===== src/rtl/div_pkg.sv =====
// Shared definitions for the bitslice divider: default operand width and
// the requester state encoding.
package div_pkg;
    localparam int DIV_WIDTH = 8;

    typedef enum logic [1:0] {
        IDLE,
        REQ,
        RELEASE,
        RESULT
    } div_req_state_t;
endpackage


===== src/rtl/div_timeout_ctr.sv =====
// Watchdog counter for the Req phase: expired is high once TIMEOUT-1 cycles
// have been counted since the last clear.
module div_timeout_ctr #(
    parameter int TIMEOUT = 64
) (
    input  logic Clock,
    input  logic Reset,
    input  logic clear,
    input  logic enable,
    output logic expired
);
    localparam int CW = (TIMEOUT > 2) ? $clog2(TIMEOUT) : 1;

    logic [CW-1:0] count;

    always_ff @(posedge Clock or posedge Reset) begin
        if (Reset)
            count <= '0;
        else if (clear)
            count <= '0;
        else if (enable)
            count <= count + CW'(1);
    end

    assign expired = (count == CW'(TIMEOUT - 1));
endmodule


===== src/rtl/div_requester.sv =====
// Initiator side of the divider Req/Done 4-phase handshake, with host
// valid/ready channels, local divide-by-zero handling and a stall timeout.
module div_requester
    import div_pkg::*;
#(
    parameter int WIDTH   = DIV_WIDTH,
    parameter int TIMEOUT = 64
) (
    input  logic             Clock,
    input  logic             Reset,
    input  logic             InValid,
    output logic             InReady,
    input  logic [WIDTH-1:0] InDividend,
    input  logic [WIDTH-1:0] InDivisor,
    output logic [WIDTH-1:0] Dividend,
    output logic [WIDTH-1:0] Divisor,
    output logic             Req,
    input  logic             Done,
    input  logic [WIDTH-1:0] Quotient,
    input  logic [WIDTH-1:0] Remainder,
    output logic             OutValid,
    input  logic             OutReady,
    output logic [WIDTH-1:0] OutQuotient,
    output logic [WIDTH-1:0] OutRemainder,
    output logic             OutDivZero,
    output logic             OutTimeout,
    output logic             Busy
);
    div_req_state_t state;
    logic           expired;

    div_timeout_ctr #(.TIMEOUT(TIMEOUT)) uTimeout (
        .Clock  (Clock),
        .Reset  (Reset),
        .clear  (state == IDLE),
        .enable (state == REQ),
        .expired(expired)
    );

    always_ff @(posedge Clock or posedge Reset) begin
        if (Reset) begin
            state        <= IDLE;
            InReady      <= 1'b1;
            Req          <= 1'b0;
            OutValid     <= 1'b0;
            OutDivZero   <= 1'b0;
            OutTimeout   <= 1'b0;
            Busy         <= 1'b0;
            Dividend     <= '0;
            Divisor      <= '0;
            OutQuotient  <= '0;
            OutRemainder <= '0;
        end else begin
            case (state)
                IDLE: begin
                    if (InValid) begin
                        Dividend <= InDividend;
                        Divisor  <= InDivisor;
                        InReady  <= 1'b0;
                        Busy     <= 1'b1;
                        // Zero divisor never reaches the datapath.
                        if (InDivisor == '0) begin
                            OutQuotient  <= '1;
                            OutRemainder <= InDividend;
                            OutDivZero   <= 1'b1;
                            OutValid     <= 1'b1;
                            state        <= RESULT;
                        end else begin
                            Req   <= 1'b1;
                            state <= REQ;
                        end
                    end
                end
                REQ: begin
                    if (Done) begin
                        OutQuotient  <= Quotient;
                        OutRemainder <= Remainder;
                        Req          <= 1'b0;
                        state        <= RELEASE;
                    end else if (expired) begin
                        OutQuotient  <= '0;
                        OutRemainder <= '0;
                        OutTimeout   <= 1'b1;
                        Req          <= 1'b0;
                        state        <= RELEASE;
                    end
                end
                RELEASE: begin
                    // Wait for the responder to drop Done before reporting.
                    if (!Done) begin
                        OutValid <= 1'b1;
                        state    <= RESULT;
                    end
                end
                RESULT: begin
                    if (OutReady) begin
                        OutValid   <= 1'b0;
                        OutDivZero <= 1'b0;
                        OutTimeout <= 1'b0;
                        InReady    <= 1'b1;
                        Busy       <= 1'b0;
                        state      <= IDLE;
                    end
                end
                default: state <= IDLE;
            endcase
        end
    end
endmodule


===== config.mk =====
export PLATFORM = sky130hd
export DESIGN_NAME = div_requester
export DESIGN_NICKNAME = d
export VERILOG_FILES = /design/src/rtl/div_pkg.sv /design/src/rtl/div_timeout_ctr.sv /design/src/rtl/div_requester.sv
export SDC_FILE = /design/constraint.sdc
export NUM_CORES = 1
export LEC_CHECK = 0
export ABC_AREA = 1
export ABC_CLOCK_PERIOD_IN_PS = 1700
export BUFFER_PORTS_ARGS = -buffer_cell sky130_fd_sc_hd__buf_2
export CAP_MARGIN = 20
export CORE_ASPECT_RATIO = 1.5
export CORE_MARGIN = 2
export CORE_UTILIZATION = 45
export CTS_CLUSTER_SIZE = 24
export DETAILED_ROUTE_END_ITERATION = 8
export PLACE_DENSITY = 0.81
export SLEW_MARGIN = 20
export SYNTH_ARGS = -nofsm -noshare
export SYNTH_HDL_FRONTEND = slang
export SYNTH_SLANG_ARGS = --single-unit

===== constraint.sdc =====
create_clock -name Clock -period 1.7 [get_ports Clock]
set_clock_uncertainty 0.15 [all_clocks]
set_input_delay 0.085 -clock Clock [delete_from_list [all_inputs] [get_ports Clock]]
set_output_delay 0.085 -clock Clock [all_outputs]
set_load 0.1 [all_outputs]

==> summary.txt, run 1 <==
Floorplan
  • Ports: 75
  • Die Area: 0.005569 mm2
  • Starting Density: 46.57%
  • CORE AREA: 0.004810 mm2
  • Floorplan row count: 31
  • Die Wd: 61.60 um
  • Die height: 90.41 um

Yosys
  • XOR/XNOR share of the synthesized area: 0%
  • Mean Syn Cell Area: 8.388 um2
  • Post-synth cell types: 27
  • Post-Syn Instances: 267
  • Post-synthesis sequential area ratio: 51.45%
  • Mux contribution to synthesized area: 3.017%
  • Synth Warn #: 0
  • Net count after synthesis: 309
  • Largest family of logic cells by synthesized area: simple AND/OR/NAND/NOR gates
  • Simple-gate share of the synthesized area: 26.82%
  • Adder-cell area share of the yosys netlist: 2.793%
  • FF+latch count, synth: 46
  • Synthesized area: 0.002240 mm2
  • Compound-Gate Fraction of Synth Area: 8.994%

GRT
  • Grt met3 use: 4.441%
  • Total grt overflow: 0
  • Initial antenna violation count: 0
  • Tot GR Track Use: 22.23%
  • Grt met2 use: 37.19%
  • Met1 Use GR: 25.70%
  • Vias in the first global route: 2205
  • Busiest grt layer: met2
  • First-pass GRT wire length: 9.542 mm
  • Largest net degree at the start of global routing: 27

STA
  • Minimum clock period: 1.742 ns
  • Period utilization: 102.5%
  • RSZ-0062 raised after global routing: true
  • Setup WS post-layout: -0.04226 ns
  • Slew margin rel.: 66.86%
  • Worst-margin pin slew: 0.5005 ns
  • Final setup violation count: 8
  • Fmax: 0.5740 GHz
  • Hold Fails Final Rpt: 0
  • Final Max Slew Viols: 0

Outcome
  • Failing checks: setup timing
  • Outcome: complete, but fails checks

Hold path
  • HP Start: Remainder[7]
  • Hold depth: 5
  • Hold WC Path Type: in -> reg

Drt
  • DR vias/cell: 5.066
  • DR iter-0 viols: 80
  • # DRC: 0
  • Avg WL per Cell: 13.78 um
  • DRT Pass-1 Iters: 4
  • Detailed-route via count: 2295
  • ANT nets after route: 0
  • Drt total wl: 6.242 mm

Placed design
  • Gpl congestion: 0.8796
  • HPWL after DPL: 4.044 mm
  • Pre-CTS setup slack: -0.04849 ns
  • PortBufs: 74
  • Placed Cells: 415

Final layout
  • Inserted Diodes: 0
  • Final Core Density: 69.04%
  • Area Overhead vs Synth: 48.27%
  • Post-route insts no fill: 453
  • Most frequent cells in the layout: nand2_1, buf_2, dfrtp_1
  • Share of cells above drive strength 1: 36.43%
  • Most common cell after layout, fill and taps aside: nand2_1
  • Final nets: 428

Clock network
  • Skew-Pair Late Insertion Delay: 0.30 ns
  • H-tree depth: 2
  • CTS Buffer Depth: 2
  • Clk slew on worst S/H paths: 0.08 ns
  • Root Driver: clkbuf_8
  • CTS tree: yes
  • CTS Buf Count: 5
  • Clk sinks: 46

Critical path
  • WS Path Type: reg -> reg
  • Worst EP arrival: 1.79 ns
  • WP data required: 1.75 ns
  • CP startpoint: state[1]
  • Worst Path Max Fanout: 8
  • Critical Path Source Type: flop
  • Worst R2R Start: state[1]
  • R2R depth: 10
  • CP endpoint kind: flop

Run
  • Max-cap violations: 0
## registers in the layout (all words and copies together), names as in the netlist, 2 cells and up
signal,count
Dividend,8
Divisor,8
OutQuotient,8
OutRemainder,8
uTimeout.count,6
state,2
## path summary, 6_finish.rpt
check	endpoint	slack, ns
min	OutRemainder[7]	0.03
max reg2reg	OutQuotient[6]	-0.04
min in group asynchronous	Dividend[3]	0.20
min reg2reg	OutRemainder[0]	0.32
max in group asynchronous	OutTimeout	0.70
max	OutQuotient[6]	-0.04
## synth_stat cells (all sizes together)
| master | count | area (um2) |
|---|---|---|
| or2 | 1 | 8.760 |
| mux2 | 6 | 67.56 |
| o21ai | 33 | 168.9 |
| a21oi | 5 | 25.02 |
| nor3 | 2 | 10.01 |
| nand4 | 1 | 6.260 |
| nand2 | 84 | 322.8 |
| and3 | 1 | 6.260 |
| inv | 25 | 93.84 |
| buf | 8 | 50.04 |
| nand3 | 32 | 172.7 |
| nand3b | 1 | 7.510 |
| nor2 | 13 | 66.32 |
| ha | 5 | 62.56 |
| dfrtp | 45 | 1126 |
| o31ai | 1 | 7.510 |
| clkbuf | 3 | 11.26 |
| dfstp | 1 | 26.28 |
## per-stage QoR
stage / hold WS, ns / setup TNS [ns] / area, um2
3_5_place_dp: -0.01679 / -0.5941 / 2834
6_report: 0.02745 / -0.2228 / 3321
5_1_grt: 0.04687 / -1.675 / 3321
2_1_floorplan: 0.08558 / 0 / 2253
3_3_place_gp: -0.02977 / 0 / 2834
4_1_cts: 0.02088 / -0.04737 / 3243
## logic make-up after synthesis
group,Yosys count
buffers and inverters,36
muxes,6
AOI/OAI and AO/OA,39
and+or+nand+nor,135
adders and majority gates,5
DFF,46
## timing repair
action,in CTS,in global routing
hold buffers,25,0
gates resized for setup,7,20
setup endpoints to repair,24,30
endpoints found under the hold margin,44,0
buffers inserted,3,3
pin swaps,5,10
## layout make-up
class,instances,area (um2)
clock buffer,7,76.32
clock inverter,1,30.03
fill,378,1489
inverter,25,93.84
multi-input combinational,185,1039
sequential,46,1154
tap,66,82.58
timing repair buffer,123,845.8
## per-layer routing
layer | vias to the layer above | wire length [um]
met5 | - | 0
met4 | 0 | 257
met3 | 28 | 235
met2 | 84 | 3340
met1 | 1086 | 2408
li1 | 1097 | -
## worst max-delay path, stage by stage (launching register included)
cell,delay [ns]
dfrtp_1,0.39
inv_2,0.09
ha_4,0.14
inv_2,0.03
or2_4,0.24
nor2_4,0.15
nor2_4,0.07
buf_6,0.12
buf_12,0.13
nand3_1,0.07
nand2_1,0.05
Power of run 1 is not shown: default switching activity piles up to over one toggle a cycle in this logic, so the estimate is an artifact.
==> inputs of run 2 (changes only) <==
--- a/config.mk
+++ b/config.mk
@@ -12,6 +12,7 @@
 export CORE_ASPECT_RATIO = 1.5
 export CORE_MARGIN = 2
 export CORE_UTILIZATION = 45
+export CTS_BUF_LIST = sky130_fd_sc_hd__clkbuf_4 sky130_fd_sc_hd__clkbuf_8 sky130_fd_sc_hd__clkbuf_16
 export CTS_CLUSTER_SIZE = 24
 export DETAILED_ROUTE_END_ITERATION = 8
 export PLACE_DENSITY = 0.81
==> summary.txt, run 2 (synthesis results as in run 1) <==
Clock network
  • Root Driver: clkbuf_8
  • CTS Buf Count: 5
  • Clk sinks: 46
  • CTS tree: yes
  • Skew-Pair Late Insertion Delay: 0.29 ns
  • H-tree depth: 2
  • Clk slew on worst S/H paths: 0.08 ns
  • CTS Buffer Depth: 2

Final layout
  • Most frequent cells in the layout: nand2_1, buf_2, dfrtp_1
  • Final nets: 428
  • Share of cells above drive strength 1: 36.69%
  • Area Overhead vs Synth: 48.77%
  • Inserted Diodes: 0
  • Most common cell after layout, fill and taps aside: nand2_1
  • Final Core Density: 69.28%

Placed design
  • Pre-CTS setup slack: -0.04849 ns
  • Gpl congestion: 0.8796
  • PortBufs: 74
  • HPWL after DPL: 4.044 mm

STA
  • Fmax: 0.5678 GHz
  • Period utilization: 103.6%
  • Minimum clock period: 1.761 ns
  • WHS: 0.02373 ns
  • RSZ-0062 raised after global routing: true
  • Setup WS post-layout: -0.06110 ns
  • Final setup violation count: 16
  • Hold Fails Final Rpt: 0
  • Final Max Slew Viols: 0
  • Slew margin rel.: 66.50%
  • Worst-margin pin slew: 0.5061 ns

Drt
  • Drt total wl: 6.374 mm
  • ANT nets after route: 0
  • # DRC: 0
  • M1 WL: 2.370 mm
  • Detailed-route via count: 2326
  • Top sig layer: met4
  • Routed met2 length: 3.484 mm
  • DRT Pass-1 Iters: 4
  • DR vias/cell: 5.135
  • Routed wl met3: 292 um
  • DR iter-0 viols: 137
  • Avg WL per Cell: 14.07 um

GRT
  • Vias in the first global route: 2351
  • Total grt overflow: 0
  • Largest net degree at the start of global routing: 27
  • First-pass GRT wire length: 10.28 mm
  • Initial antenna violation count: 0
  • Tot GR Track Use: 24.14%

Hold path
  • Hold WC Path Type: in -> reg
  • HP Start: Remainder[7]
  • Hold path endpoint: OutRemainder[7]
  • Hold depth: 5

Floorplan
  • Starting Density: 46.57%
  • CORE AREA: 0.004810 mm2
  • Die Wd: 61.60 um
  • Die height: 90.41 um
  • Die Area: 0.005569 mm2
  • Ports: 75
  • Floorplan row count: 31

Critical path
  • Worst EP arrival: 1.80 ns
  • R2r setup slk: -0.06 ns
  • Reg2reg end: OutRemainder[1]
  • R2R depth: 10
  • Worst R2R Start: state[1]
  • WP data required: 1.74 ns
  • Worst Path Max Fanout: 8
  • WS Path Type: reg -> reg
  • Critical Path Source Type: flop
  • CP endpoint kind: flop

Outcome
  • Outcome: complete, but fails checks
  • Failing checks: setup timing

Run
  • Max-cap violations: 0
[run 2: cell count changes in the layout (fill, tap and decap cells not counted)]
cell and delta:
nand2_2 +1, clkbuf_1 -2, nor2_2 +1, clkbuf_4 +2, nor2_4 -1, buf_12 +2, nand3_1 +3, nand2_4 +1
nand3_2 -3, inv_2 +1, buf_4 -1, nand2_1 -1, buf_6 -2, inv_1 -1
[run 2: repair_timing]
action                     in CTS  in global routing
hold buffers                   25                  0
gates cloned                    1                  0
setup endpoints to repair      24                 29
hold endpoints to repair       44                  0
buffers inserted                4                  1
pin swaps                       4                  4
resized for setup               5                 19
[run 2: critical path, stage by stage, from the launching register on]
cell,delay [ns]
dfrtp_1,0.40
inv_2,0.09
ha_4,0.14
inv_2,0.03
or2_4,0.25
nor2_4,0.15
nor2_4,0.06
buf_12,0.14
buf_12,0.13
nand3_2,0.06
nand2_1,0.07
[run 2: worst max-delay path by stage]
stage	endpoint	depth (start not counted)	from	slack (ns)
global route	OutQuotient[3]	9	uTimeout.count[1]	-0.13
finish	OutRemainder[1]	10	state[1]	-0.06
global placement	state[0]	8	state[0]	0.008
detailed placement	OutRemainder[3]	8	state[0]	-0.05
CTS	OutRemainder[3]	10	state[1]	0.004
floorplan	OutRemainder[0]	9	state[1]	0.007
[run 2: area by class of cell]
class,count,area (um2)
inverter,25,93.84
clock inverter,1,30.03
multi-input combinational,186,1032
fill,378,1478
timing repair buffer,122,855.8
tap,66,82.58
clock buffer,7,83.83
sequential,46,1154
[run 2: metrics by stage]
stage | std cells | TNS [ns] | instance area (um2)
floorplan | 267 | 0 | 2253
global placement | 415 | 0 | 2834
detailed placement | 415 | -0.5941 | 2834
CTS | 453 | 0 | 3274
global route | 453 | -1.933 | 3332
finish | 453 | -0.6292 | 3332
[run 2: layer usage]
metal  vias to the layer above  global-route usage (%)
met5                         -                       0
met4                         0                   12.41
met3                        32                   4.585
met2                       108                   41.49
met1                      1083                   26.62
li1                       1103                       -
Power of run 2 is left out for the same reason.
